[config.mk]
export PLATFORM = sky130hd
export DESIGN_NAME = alu_mdu_cu
export DESIGN_NICKNAME = d
export VERILOG_FILES = /design/src/rtl/alu_mdu_cu_pkg.sv /design/src/rtl/alu_mdu_cu_mdu_iter_core.sv /design/src/rtl/alu_mdu_cu.sv
export SDC_FILE = /design/constraint.sdc
export NUM_CORES = 1
export LEC_CHECK = 0
export ABC_AREA = 1
export CAP_MARGIN = 20
export CORE_AREA = 8 8 240 242
export DETAILED_ROUTE_END_ITERATION = 12
export DIE_AREA = 0 0 248 250
export GPL_TIMING_DRIVEN = 0
export HOLD_SLACK_MARGIN = 0.03
export PLACE_DENSITY = 0.64
export SLEW_MARGIN = 5
export SYNTH_ARGS = -nofsm -noshare
export SYNTH_HDL_FRONTEND = slang
export SYNTH_SLANG_ARGS = --single-unit
[constraint.sdc]
create_clock -name clk -period 4.8 [get_ports clk]
set_input_delay 0.96 -clock clk [delete_from_list [all_inputs] [get_ports clk]]
set_output_delay 0.96 -clock clk [all_outputs]
set_load 0.05 [all_outputs]
[src/rtl/alu_mdu_cu_pkg.sv]
// alu_mdu_cu_pkg: shared codes for the execute-stage ALU control unit.
// Holds main-decoder ALU classes, ALU operation codes, M-extension funct
// fields, MDU sequencer states and the RV32I ALU-control decode function.
package alu_mdu_cu_pkg;

    // Main-decoder ALU classes
    localparam logic [2:0] R_TYPE = 3'd0;
    localparam logic [2:0] I_TYPE = 3'd1;
    localparam logic [2:0] LOAD   = 3'd2;
    localparam logic [2:0] STORE  = 3'd3;
    localparam logic [2:0] BRANCH = 3'd4;
    localparam logic [2:0] JUMP   = 3'd5;
    localparam logic [2:0] U_TYPE = 3'd6;
    localparam logic [2:0] NOP    = 3'd7;

    // ALU operation codes
    localparam logic [3:0] ALU_AND  = 4'd0;
    localparam logic [3:0] ALU_OR   = 4'd1;
    localparam logic [3:0] ALU_ADD  = 4'd2;
    localparam logic [3:0] ALU_XOR  = 4'd3;
    localparam logic [3:0] ALU_SLL  = 4'd4;
    localparam logic [3:0] ALU_SRL  = 4'd5;
    localparam logic [3:0] ALU_SUB  = 4'd6;
    localparam logic [3:0] ALU_SRA  = 4'd7;
    localparam logic [3:0] ALU_LT   = 4'd8;
    localparam logic [3:0] ALU_LTU  = 4'd9;
    localparam logic [3:0] ALU_EQ   = 4'd10;
    localparam logic [3:0] ALU_NE   = 4'd11;
    localparam logic [3:0] ALU_GT   = 4'd12;
    localparam logic [3:0] ALU_GTU  = 4'd13;
    localparam logic [3:0] ALU_PC4  = 4'd14;

    // M extension
    localparam logic [6:0] M_FUNCT7  = 7'b0000001;
    localparam logic [2:0] F3_MUL    = 3'd0;
    localparam logic [2:0] F3_MULH   = 3'd1;
    localparam logic [2:0] F3_MULHSU = 3'd2;
    localparam logic [2:0] F3_MULHU  = 3'd3;
    localparam logic [2:0] F3_DIV    = 3'd4;
    localparam logic [2:0] F3_DIVU   = 3'd5;
    localparam logic [2:0] F3_REM    = 3'd6;
    localparam logic [2:0] F3_REMU   = 3'd7;

    typedef enum logic [1:0] {
        ST_IDLE = 2'd0,
        ST_MUL  = 2'd1,
        ST_DIV  = 2'd2,
        ST_DONE = 2'd3
    } mdu_state_e;

    // RV32I ALU control decode (non-M instructions)
    function automatic logic [3:0] alu_decode(input logic [2:0] aluop,
                                              input logic [2:0] funct3,
                                              input logic [6:0] funct7);
        logic [3:0] ctl;
        ctl = 4'b0000;
        case (aluop)
            LOAD, STORE, U_TYPE, NOP: ctl = ALU_ADD;
            JUMP:                     ctl = ALU_PC4;
            R_TYPE, I_TYPE: begin
                case (funct3)
                    3'b000: ctl = (aluop == R_TYPE && funct7[5]) ? ALU_SUB : ALU_ADD;
                    3'b001: ctl = ALU_SLL;
                    3'b010: ctl = ALU_LT;
                    3'b011: ctl = ALU_LTU;
                    3'b100: ctl = ALU_XOR;
                    3'b101: ctl = funct7[5] ? ALU_SRA : ALU_SRL;
                    3'b110: ctl = ALU_OR;
                    default: ctl = ALU_AND;
                endcase
            end
            BRANCH: begin
                case (funct3)
                    3'b000:  ctl = ALU_EQ;
                    3'b001:  ctl = ALU_NE;
                    3'b100:  ctl = ALU_LT;
                    3'b101:  ctl = ALU_GT;
                    3'b110:  ctl = ALU_LTU;
                    3'b111:  ctl = ALU_GTU;
                    default: ctl = 4'b0000;
                endcase
            end
            default: ctl = 4'b0000;
        endcase
        return ctl;
    endfunction

endpackage

[src/rtl/alu_mdu_cu_mdu_iter_core.sv]
// mdu_iter_core: shared 2*XLEN accumulator with add/subtract step datapath.
// mode_i=0: shift-add multiply, {hi,lo} = {partial product, multiplier}.
// mode_i=1: restoring divide, {hi,lo} = {partial remainder, quotient}.
// acc_nxt_o is the accumulator value after the step in progress, so the
// caller can capture the final result in the same cycle as the last step.
module mdu_iter_core
    import alu_mdu_cu_pkg::*;
#(
    parameter int XLEN = 32
) (
    input  logic              clk,
    input  logic              rst_n,
    input  logic              load_i,
    input  logic              step_i,
    input  logic              mode_i,
    input  logic [XLEN-1:0]   a_i,
    input  logic [XLEN-1:0]   b_i,
    output logic [2*XLEN-1:0] acc_nxt_o
);

    logic [2*XLEN-1:0] acc_q, acc_d;
    logic [XLEN-1:0]   b_q, b_d;
    logic [XLEN:0]     sum;
    logic [XLEN:0]     rem_sh;
    logic [XLEN+1:0]   diff;

    // One iteration of the selected algorithm
    always_comb begin
        sum    = {1'b0, acc_q[2*XLEN-1:XLEN]} + {1'b0, b_q};
        // Remainder can reach 2^XLEN after the shift, so keep one extra bit
        rem_sh = acc_q[2*XLEN-1:XLEN-1];
        diff   = {1'b0, rem_sh} - {2'b00, b_q};
        if (mode_i) begin
            if (diff[XLEN+1])
                acc_nxt_o = {rem_sh[XLEN-1:0], acc_q[XLEN-2:0], 1'b0};
            else
                acc_nxt_o = {diff[XLEN-1:0], acc_q[XLEN-2:0], 1'b1};
        end else begin
            if (acc_q[0])
                acc_nxt_o = {sum, acc_q[XLEN-1:1]};
            else
                acc_nxt_o = {1'b0, acc_q[2*XLEN-1:1]};
        end
    end

    // Load operands or advance one step
    always_comb begin
        acc_d = acc_q;
        b_d   = b_q;
        if (load_i) begin
            acc_d = {{XLEN{1'b0}}, a_i};
            b_d   = b_i;
        end else if (step_i) begin
            acc_d = acc_nxt_o;
        end
    end

    // Accumulator and operand registers
    always_ff @(posedge clk) begin
        if (!rst_n) begin
            acc_q <= '0;
            b_q   <= '0;
        end else begin
            acc_q <= acc_d;
            b_q   <= b_d;
        end
    end

endmodule

[src/rtl/alu_mdu_cu.sv]
// alu_mdu_cu: execute-stage ALU control unit with multi-cycle M-extension
// sequencer. Non-M ops decode straight to alu_control; M ops stall the
// pipeline while mdu_iter_core iterates, then pulse mdu_done with the result.
// Build option: MDU_FAST_MUL_EN selects a single-cycle multiplier for MUL*.
//
// state   | meaning
// IDLE    | no M op in flight; detect and latch a new one
// MUL     | shift-add multiply, one bit per cycle
// DIV     | restoring divide, one bit per cycle
// DONE    | result valid, mdu_done pulses, pipeline released
module alu_mdu_cu
    import alu_mdu_cu_pkg::*;
#(
    parameter int XLEN  = 32,
    parameter int CNT_W = $clog2(XLEN) + 1
) (
    input  logic            clk,
    input  logic            rst_n,
    input  logic            valid_i,
    input  logic            flush_i,
    input  logic [2:0]      aluop,
    input  logic [2:0]      funct3,
    input  logic [6:0]      funct7,
    input  logic [XLEN-1:0] op_a,
    input  logic [XLEN-1:0] op_b,
    output logic [3:0]      alu_control,
    output logic            mdu_sel,
    output logic [XLEN-1:0] mdu_result,
    output logic            mdu_done,
    output logic            stall_o
);

    mdu_state_e        state_q, state_d;
    logic [CNT_W-1:0]  cnt_q, cnt_d;
    logic [XLEN-1:0]   res_q, res_d;
    logic [2:0]        f3_q, f3_d;
    logic              sa_q, sa_d, sb_q, sb_d;

    logic              m_op;
    logic              signed_a, signed_b, sa_in, sb_in;
    logic [XLEN-1:0]   abs_a, abs_b;
    logic              div_zero, div_ovf;
    logic [XLEN-1:0]   special_res;
    logic [2*XLEN-1:0] acc_nxt;
    logic [2*XLEN-1:0] fast_prod;
    logic              load, step, stall, done;

`ifdef MDU_FAST_MUL_EN
    localparam bit FAST_MUL = 1'b1;
    assign fast_prod = {{XLEN{1'b0}}, abs_a} * {{XLEN{1'b0}}, abs_b};
`else
    localparam bit FAST_MUL = 1'b0;
    assign fast_prod = '0;
`endif

    // Sign fix-up of the unsigned magnitude result
    function automatic logic [XLEN-1:0] fixup(input logic [2:0] f3,
                                              input logic sa,
                                              input logic sb,
                                              input logic [2*XLEN-1:0] acc);
        logic [2*XLEN-1:0] prod;
        logic [XLEN-1:0]   quot, rem;
        prod = (sa ^ sb) ? -acc : acc;
        quot = (sa ^ sb) ? -acc[XLEN-1:0] : acc[XLEN-1:0];
        rem  = sa ? -acc[2*XLEN-1:XLEN] : acc[2*XLEN-1:XLEN];
        if (!f3[2])
            return (f3 == F3_MUL) ? prod[XLEN-1:0] : prod[2*XLEN-1:XLEN];
        else
            return f3[1] ? rem : quot;
    endfunction

    assign m_op     = valid_i && (aluop == R_TYPE) && (funct7 == M_FUNCT7);
    assign signed_a = (funct3 != F3_MULHU) && (funct3 != F3_DIVU) && (funct3 != F3_REMU);
    assign signed_b = signed_a && (funct3 != F3_MULHSU);
    assign sa_in    = signed_a && op_a[XLEN-1];
    assign sb_in    = signed_b && op_b[XLEN-1];
    assign abs_a    = sa_in ? -op_a : op_a;
    assign abs_b    = sb_in ? -op_b : op_b;

    // Divide corner cases resolve without iterating
    assign div_zero    = (op_b == '0);
    assign div_ovf     = signed_b && (op_a == {1'b1, {(XLEN-1){1'b0}}}) && (op_b == '1);
    assign special_res = div_zero ? (funct3[1] ? op_a : '1)
                                  : (funct3[1] ? '0 : op_a);

    mdu_iter_core #(.XLEN(XLEN)) u_core (
        .clk       (clk),
        .rst_n     (rst_n),
        .load_i    (load),
        .step_i    (step),
        .mode_i    (f3_q[2]),
        .a_i       (abs_a),
        .b_i       (abs_b),
        .acc_nxt_o (acc_nxt)
    );

    // Sequencer next-state and control outputs
    always_comb begin
        state_d = state_q;
        cnt_d   = cnt_q;
        res_d   = res_q;
        f3_d    = f3_q;
        sa_d    = sa_q;
        sb_d    = sb_q;
        load    = 1'b0;
        step    = 1'b0;
        stall   = 1'b0;
        done    = 1'b0;
        if (flush_i) begin
            state_d = ST_IDLE;
        end else begin
            case (state_q)
                ST_IDLE: begin
                    if (m_op) begin
                        stall = 1'b1;
                        load  = 1'b1;
                        f3_d  = funct3;
                        sa_d  = sa_in;
                        sb_d  = sb_in;
                        cnt_d = CNT_W'(XLEN - 1);
                        if (funct3[2] && (div_zero || div_ovf)) begin
                            res_d   = special_res;
                            state_d = ST_DONE;
                        end else if (FAST_MUL && !funct3[2]) begin
                            res_d   = fixup(funct3, sa_in, sb_in, fast_prod);
                            state_d = ST_DONE;
                        end else begin
                            state_d = funct3[2] ? ST_DIV : ST_MUL;
                        end
                    end
                end
                ST_MUL, ST_DIV: begin
                    stall = 1'b1;
                    step  = 1'b1;
                    if (cnt_q == '0) begin
                        res_d   = fixup(f3_q, sa_q, sb_q, acc_nxt);
                        state_d = ST_DONE;
                    end else begin
                        cnt_d = cnt_q - 1'b1;
                    end
                end
                ST_DONE: begin
                    done    = 1'b1;
                    state_d = ST_IDLE;
                end
                default: state_d = ST_IDLE;
            endcase
        end
    end

    // Sequencer registers
    always_ff @(posedge clk) begin
        if (!rst_n) begin
            state_q <= ST_IDLE;
            cnt_q   <= '0;
            res_q   <= '0;
            f3_q    <= '0;
            sa_q    <= 1'b0;
            sb_q    <= 1'b0;
        end else begin
            state_q <= state_d;
            cnt_q   <= cnt_d;
            res_q   <= res_d;
            f3_q    <= f3_d;
            sa_q    <= sa_d;
            sb_q    <= sb_d;
        end
    end

    // Reset also masks the combinational pipeline controls
    assign alu_control = m_op ? 4'b0000 : alu_decode(aluop, funct3, funct7);
    assign mdu_sel     = m_op && rst_n;
    assign stall_o     = stall && rst_n;
    assign mdu_done    = done;
    assign mdu_result  = res_q;

endmodule

==> results of run 1 <==
worst min-delay path: stages, from the launching register on:
cell and delay (ns):
dfxtp_1 0.31, nand2_1 0.06, a21oi_1 0.05
power by group through the flow:
| stage | combinational [uW] | clock [uW] | sequential (uW) |
|---|---|---|---|
| global route | 370 | 1430 | 1170 |
| global placement | 334 | 0 | 1200 |
| finish | 344 | 1370 | 1170 |
| floorplan | 162 | 0 | 1200 |
| CTS | 336 | 1390 | 1170 |
| detailed placement | 334 | 0 | 1200 |
layout make-up:
| cell class | count | area, sq um |
|---|---|---|
| antenna | 1 | 2.50 |
| buffer | 130 | 609 |
| clock buffer | 17 | 425 |
| clock inverter | 14 | 145 |
| fill | 6055 | 32000 |
| inverter | 596 | 2240 |
| multi-input combinational | 2606 | 13100 |
| sequential | 141 | 2860 |
| tap | 696 | 871 |
| timing repair buffer | 124 | 1240 |
kinds of logic (layout without fill, tap and decap cells):
family	Yosys count	after routing	synth area share [%]
other cells	0	1	0
compound gates	667	667	19.2
xor+xnor	81	81	3.80
buf+inv	726	881	15.3
fa+ha+maj	77	77	5.23
simple gates	1781	1781	41.4
flops	141	141	15.1
layout by cell type (no fill, tap or decap), types with 6 or more instances in the layout:
cell and instances:
nand2_1 1018, inv_1 580, nand3_1 283, o21ai_0 282
a21oi_1 282, nor2_1 261, dfxtp_1 121, clkdlybuf4s50_1 118
clkbuf_1 87, ha_1 64, xor2_1 58, nor3_1 42
nand2_2 35, nand4_1 30, o211ai_1 27, nor2_2 23
xnor2_1 23, buf_2 18, clkbuf_16 17, dfxtp_2 16
nand3_2 11, buf_1 11, a31oi_1 11, and2_1 11
a211oi_1 11, o21bai_1 10, nor2_4 10, inv_2 9
buf_6 9, nor4_1 9, nand3b_1 9, o21ai_1 9
buf_4 8, ha_2 8, or2_2 7, nor3_2 7
o31ai_1 7, clkinv_1 6
metrics by stage:
stage | worst slack [ns] | utilization (%) | instance area (sq um) | power [uW]
2_1_floorplan | 0.564 | - | 18700 | 1360
3_3_place_gp | -0.645 | 38.7 | 20700 | 1530
3_5_place_dp | -0.640 | 38.7 | 20700 | 1530
4_1_cts | 0.000338 | 39.9 | 21400 | 2900
5_1_grt | -0.0547 | 40.2 | 21500 | 2970
6_report | 0.173 | 40.2 | 21500 | 2890
path summary, 6_finish.rpt:
path,start,endpoint,depth (start not counted)
setup / recovery,u_core.b_q[21]$_SDFFE_PN0P_,mdu_result[6]$_SDFFE_PN0P_,25
hold / removal,mdu_result[7]$_SDFFE_PN0P_,mdu_result[7]$_SDFFE_PN0P_,2
setup reg to reg,u_core.b_q[21]$_SDFFE_PN0P_,mdu_result[6]$_SDFFE_PN0P_,25
hold reg to reg,mdu_result[7]$_SDFFE_PN0P_,mdu_result[7]$_SDFFE_PN0P_,2
routing by layer:
layer	share of wire (%)	GRT usage, %	routed length (um)	vias to the layer above
li1	-	-	-	11353
met1	44	38.3	39000	10547
met2	43	42.3	37800	1204
met3	9.4	4.51	8340	212
met4	4.0	11.0	3580	6
met5	0.045	0	40	-
state kept, by name, summed over array words and instances, names as in the netlist:
| signal | cells |
|---|---|
| u_core.acc_q | 64 |
| mdu_result | 32 |
| u_core.b_q | 32 |
| cnt_q | 6 |
| f3_q | 3 |
| state_q | 2 |
| sa_q | 1 |
| sb_q | 1 |
timing repair:
action / in CTS / in global routing
resized for setup: 23 / 42
endpoints found under the setup margin: 8 / 17
setup buffers: 2 / 3
pin swaps: 3 / 6
==> flow_summary.toml, run 1 <==
[pwr]
peakVddDrop_v = 0.000298
power_density_nw_per_um2 = 134
p_leak_uw = 0.0107
pwr-share-clk_pct = 47.6
p_switching_uw = 831
seqPwrFrac_pct = 40.5
swShare_pct = 28.8
power.internal_uw = 2050
combPwrFrac_pct = 11.9

[setup_path]
crit_buf_inv = 6
cpPeakStageDelay_ns = 0.45
endpoint_kind = "flip-flop"
cp.required_ns = 5.15
cp_top_family = "simple AND/OR/NAND/NOR gates"
cp_data_arrival_time_ns = 4.98
crit_top_cell = "nand2_1"
worstPathMaxFanout = 10
path_class = "flip-flop to flip-flop"
cpMaxStageDelayCell = "ha_1"
worst_setup_path_start_kind = "flip-flop"
reg2reg_slack_ns = 0.17

[finish]
layoutNonFillerInstCount = 4325
area_delta_synth_final_pct = 15.4
final_net_count = 3773
drive_gt1_share_pct = 6.34

[die]
fp.coreArea_sq_um = 53500
rows = 85
fp.dieW_um = 248
die-height_um = 250
initial_core_util_pct = 34.9
dieArea_sq_um = 62000
io_pins = 120

[placed_design]
dp.cells = 4288
io_buffers = 119
dp_hpwl_um = 73600
gp_congestion = 1.02

[outcome]
status = "complete, no violations"

[timing]
max_clock_freq_mhz = 216
drv_slew = 0
finalSetupViolations = 0
rsz0062_at_grt = "true"
finalCritPeriodShare_pct = 96.4
hold_viol_final = 0
tightest_slew_ns = 1.09
hold_ws_ns = 0.466
clock-skew-final_ns = 0.0172
relSlewSlack_pct = 27.3
fin_crit_ns = 4.63
finalSetupTns_ns = 0

[synth]
synth_cells = 3473
ys_ff_latch = 141
synth_top_area_share_pct = 20.5
syn_avg_cell_area_sq_um = 5.37
synth_area_leaders = "nand2_1, dfxtp_1, inv_1"
post-synth-top-area-cell = "nand2_1"
synthTopCellsByCount = "nand2_1, inv_1, nand3_1"
synth_nets = 3630
synth.distinct_cells = 62
synth_warnings = 0
synthFlopType = "dfxtp_1"
ys_seq_area_share_pct = 15.1
synth-edff-count = 0
synth_area_sq_um = 18700
synthArstFlopShare_pct = 0
yosys.cell_count.top_type = "nand2_1"

[detailed_routing]
num_vias = 23322
routed_wl_um = 88700
first_pass_iters = 8
final_antenna_net_count = 0
drcViolationCount = 0
wl_per_cell_um = 20.5
routed_via_density = 5.39
first_iter_violations = 2641

[clock_network]
clkSinkCount = 141
cts-root-buf = "clkbuf_16"
cts_tree = "done"
clk_pin_slew_worst_paths_ns = 0.07
cts.path.max_buffers = 2
cts_hold_buf = 0
cts.htree.levels = 4
clock_latency_ns = 0.50
cts_made_buffers = 17

[grt]
grt_pass1_wl_um = 131000
grt_max_degree = 17
grt-ovfl-total = 0
antenna_found_initial = 4
grt_pass1_vias = 20869
grt_usage_pct = 27.8

[hold_path]
holdCritPathClass = "flip-flop to flip-flop"

[job]
maxCapViolCount = 0
Power figures use the tool's default switching activity.
==> inputs of run 2 (changes only) <==
REMOVE_ABC_BUFFERS = 1   (was unset)
SLEW_MARGIN = 20   (was 5)
==> run 2 against run 1 <==
  * Clock-buffer cell count rose by 1
  * Via count shrank 4.2%
  * Combinational power fell by 1%
  * Maximum frequency grew 0.65%
  * Clock skew is 0.0030 ns lower
  * Worst setup slack improved by 0.030 ns
  * First-iteration DRC count decreased by 4.6%
  * Global-route usage shrank 4.2 points
  * Wire length decreased by 16%
  * Cell area decreased by 0.72%
  * Flip-flop and latch count unchanged
  * Non-clock buffer count fell by 102
  * Critical endpoint is now stall_o
==> flow_summary.toml, run 2 (same netlist as run 1, synthesis figures left out) <==
[finish]
drive_gt1_share_pct = 6.49
final_common_cell = "nand2_1"
design_area_sq_um = 21400
area_delta_synth_final_pct = 14.5
n_antenna_cell = 0
final_cell_mix = "nand2_1, inv_1, nand3_1"
regMostFlops = "u_core.acc_q"
largest_register_ffs = 64
layoutNonFillerInstCount = 4227
final_net_count = 3675

[placed_design]
io_buffers = 119
dp_hpwl_um = 57600
dp.cells = 4179
gp_congestion = 1.02
place_area_sq_um = 20500

[timing]
hold_ws_ns = 0.464
clock-skew-final_ns = 0.0142
drv_slew = 0
max_clock_freq_mhz = 218
finalCritPeriodShare_pct = 95.8
tightest_slew_ns = 0.907
hold_viol_final = 0
finalSetupViolations = 0
fin_crit_ns = 4.60
rsz0062_at_grt = "true"
finalSetupTns_ns = 0
relSlewSlack_pct = 39.5

[die]
rows = 85
dieArea_sq_um = 62000
io_pins = 120
initial_core_util_pct = 34.9
die-height_um = 250
fp.coreArea_sq_um = 53500
fp.dieW_um = 248

[setup_path]
path_class = "primary input to primary output"
cp.depth = 13
r2r_start = "u_core.b_q[30]$_SDFFE_PN0P_"
startpoint = "aluop[1]"
cpPeakStageDelay_ns = 0.47
cp_data_arrival_time_ns = 3.64
endpoint_kind = "primary output"
r2r_end = "mdu_result[12]$_SDFFE_PN0P_"
cpMaxStageDelayCell = "clkdlybuf4s50_1"
cp_top_family = "buffers and inverters"
rr_worst_depth = 26
endpoint = "stall_o"
cp.required_ns = 3.84
worst_setup_path_start_kind = "primary input"
cp_cell_sequence = "clkdlybuf4s50_1 > nor2_1 > inv_1 > nor2_1 > nand3_1 > nor3_4 > buf_4 > inv_2 > buf_12 > nand2_2 > clkinvlp_4 > nor3_2 > buf_4"
worstPathMaxFanout = 46
reg2reg_slack_ns = 0.24
crit_buf_inv = 7

[pwr]
power_density_nw_per_um2 = 136
power_uw = 2900
peakVddDrop_v = 0.000249
p_leak_uw = 0.0107

[clock_network]
cts.htree.levels = 4
cts-root-buf = "clkbuf_16"
cts_made_buffers = 17
clock_latency_ns = 0.50
clkSinkCount = 141
cts.path.max_buffers = 2
cts_tree = "done"
clk_pin_slew_worst_paths_ns = 0.07

[grt]
grt_pass1_wl_um = 115000
grt_usage_pct = 23.6
grt-ovfl-total = 0
antenna_found_initial = 0
grt_max_degree = 79
grt_pass1_vias = 20361

[detailed_routing]
first_iter_violations = 2520
final_antenna_net_count = 0
num_vias = 22332
wl_per_cell_um = 17.7
drcViolationCount = 0
routed_wl_um = 74700
first_pass_iters = 6
routed_via_density = 5.28

[outcome]
status = "complete, no violations"

[job]
maxCapViolCount = 0

[hold_path]
holdCritPathClass = "flip-flop to flip-flop"
==> run 2: cell types whose count changed in the layout (fill, tap and decap cells not counted), sizes merged <==
| cell | change |
|---|---|
| nand2 | +2 |
| clkbuf | -86 |
| diode | -1 |
| clkdlybuf4s50 | -2 |
| clkinvlp | +4 |
| buf | -13 |
| inv | +2 |
| bufinv | -1 |
| clkinv | -4 |
| nor2 | +1 |
==> run 2: worst min path at each step <==
stage	startpoint	end	slack, ns	cells past startpoint
floorplan	u_core.acc_q[20]$_SDFFE_PN0P_	u_core.acc_q[20]$_SDFFE_PN0P_	0.45	2
global placement	mdu_result[23]$_SDFFE_PN0P_	mdu_result[23]$_SDFFE_PN0P_	0.45	2
detailed placement	mdu_result[23]$_SDFFE_PN0P_	mdu_result[23]$_SDFFE_PN0P_	0.46	2
CTS	mdu_result[23]$_SDFFE_PN0P_	mdu_result[23]$_SDFFE_PN0P_	0.47	2
global route	mdu_result[18]$_SDFFE_PN0P_	mdu_result[18]$_SDFFE_PN0P_	0.48	2
finish	mdu_result[23]$_SDFFE_PN0P_	mdu_result[23]$_SDFFE_PN0P_	0.46	2
==> run 2: final cells by class <==
type	count	area, sq um
timing repair buffer	152	1600
tap	696	871
timing repair inverter	1	5.00
multi-input combinational	2609	13200
clock inverter	14	133
fill	5932	32100
sequential	141	2830
inverter	596	2260
clock buffer	18	450
==> run 2: worst register-to-register path: stages (launching register included) <==
cell and delay, ns:
dfxtp_1 0.40, inv_1 0.06, ha_1 0.32, inv_1 0.08, o21bai_1 0.09, a21oi_1 0.33, nand2_2 0.22, nor2_8 0.21
nand3_2 0.13, nand2_4 0.15, ha_1 0.20, nand3_2 0.12, nor2_4 0.14, nand2_1 0.09, nor2_2 0.13, nand2_1 0.14
nor2_4 0.15, nand4_1 0.19, nor3_4 0.31, nand4_1 0.18, nand2_2 0.15, a21oi_1 0.08, o21ai_1 0.18, nand2_1 0.09
nand2_1 0.12, nand2_1 0.06, a21oi_1 0.13
==> run 2: per-stage QoR <==
step	util, %	setup WS (ns)
2_1_floorplan	-	-1.67
3_3_place_gp	37.6	-5.63
3_5_place_dp	38.3	-1.22
4_1_cts	39.5	-0.0581
5_1_grt	39.9	-0.0559
6_report	39.9	0.203
==> run 2: repair_timing <==
action | in CTS | in global routing
endpoints found under the setup margin | 57 | 34
pin swaps | 1 | 7
resized for setup | 18 | 33
hold buffers | 0 | 0
gates cloned | 2 | 2
buffers inserted | 2 | 10
==> run 2: report_power, final <==
part | internal (uW) | switching, uW | leakage [uW] | total (uW)
combinational | 126 | 213 | 0.00928 | 339
clock | 747 | 645 | 0.000267 | 1390
sequential | 1170 | 0.537 | 0.00114 | 1170
total | 2040 | 858 | 0.0107 | 2900
==> run 2: routing by layer <==
metal	part of all wire, %	vias to the layer above	global-route usage (%)
met5	0	-	0
met4	4.1	0	9.88
met3	8.3	146	4.29
met2	43	978	36.7
met1	44	10071	31.5
li1	-	11137	-
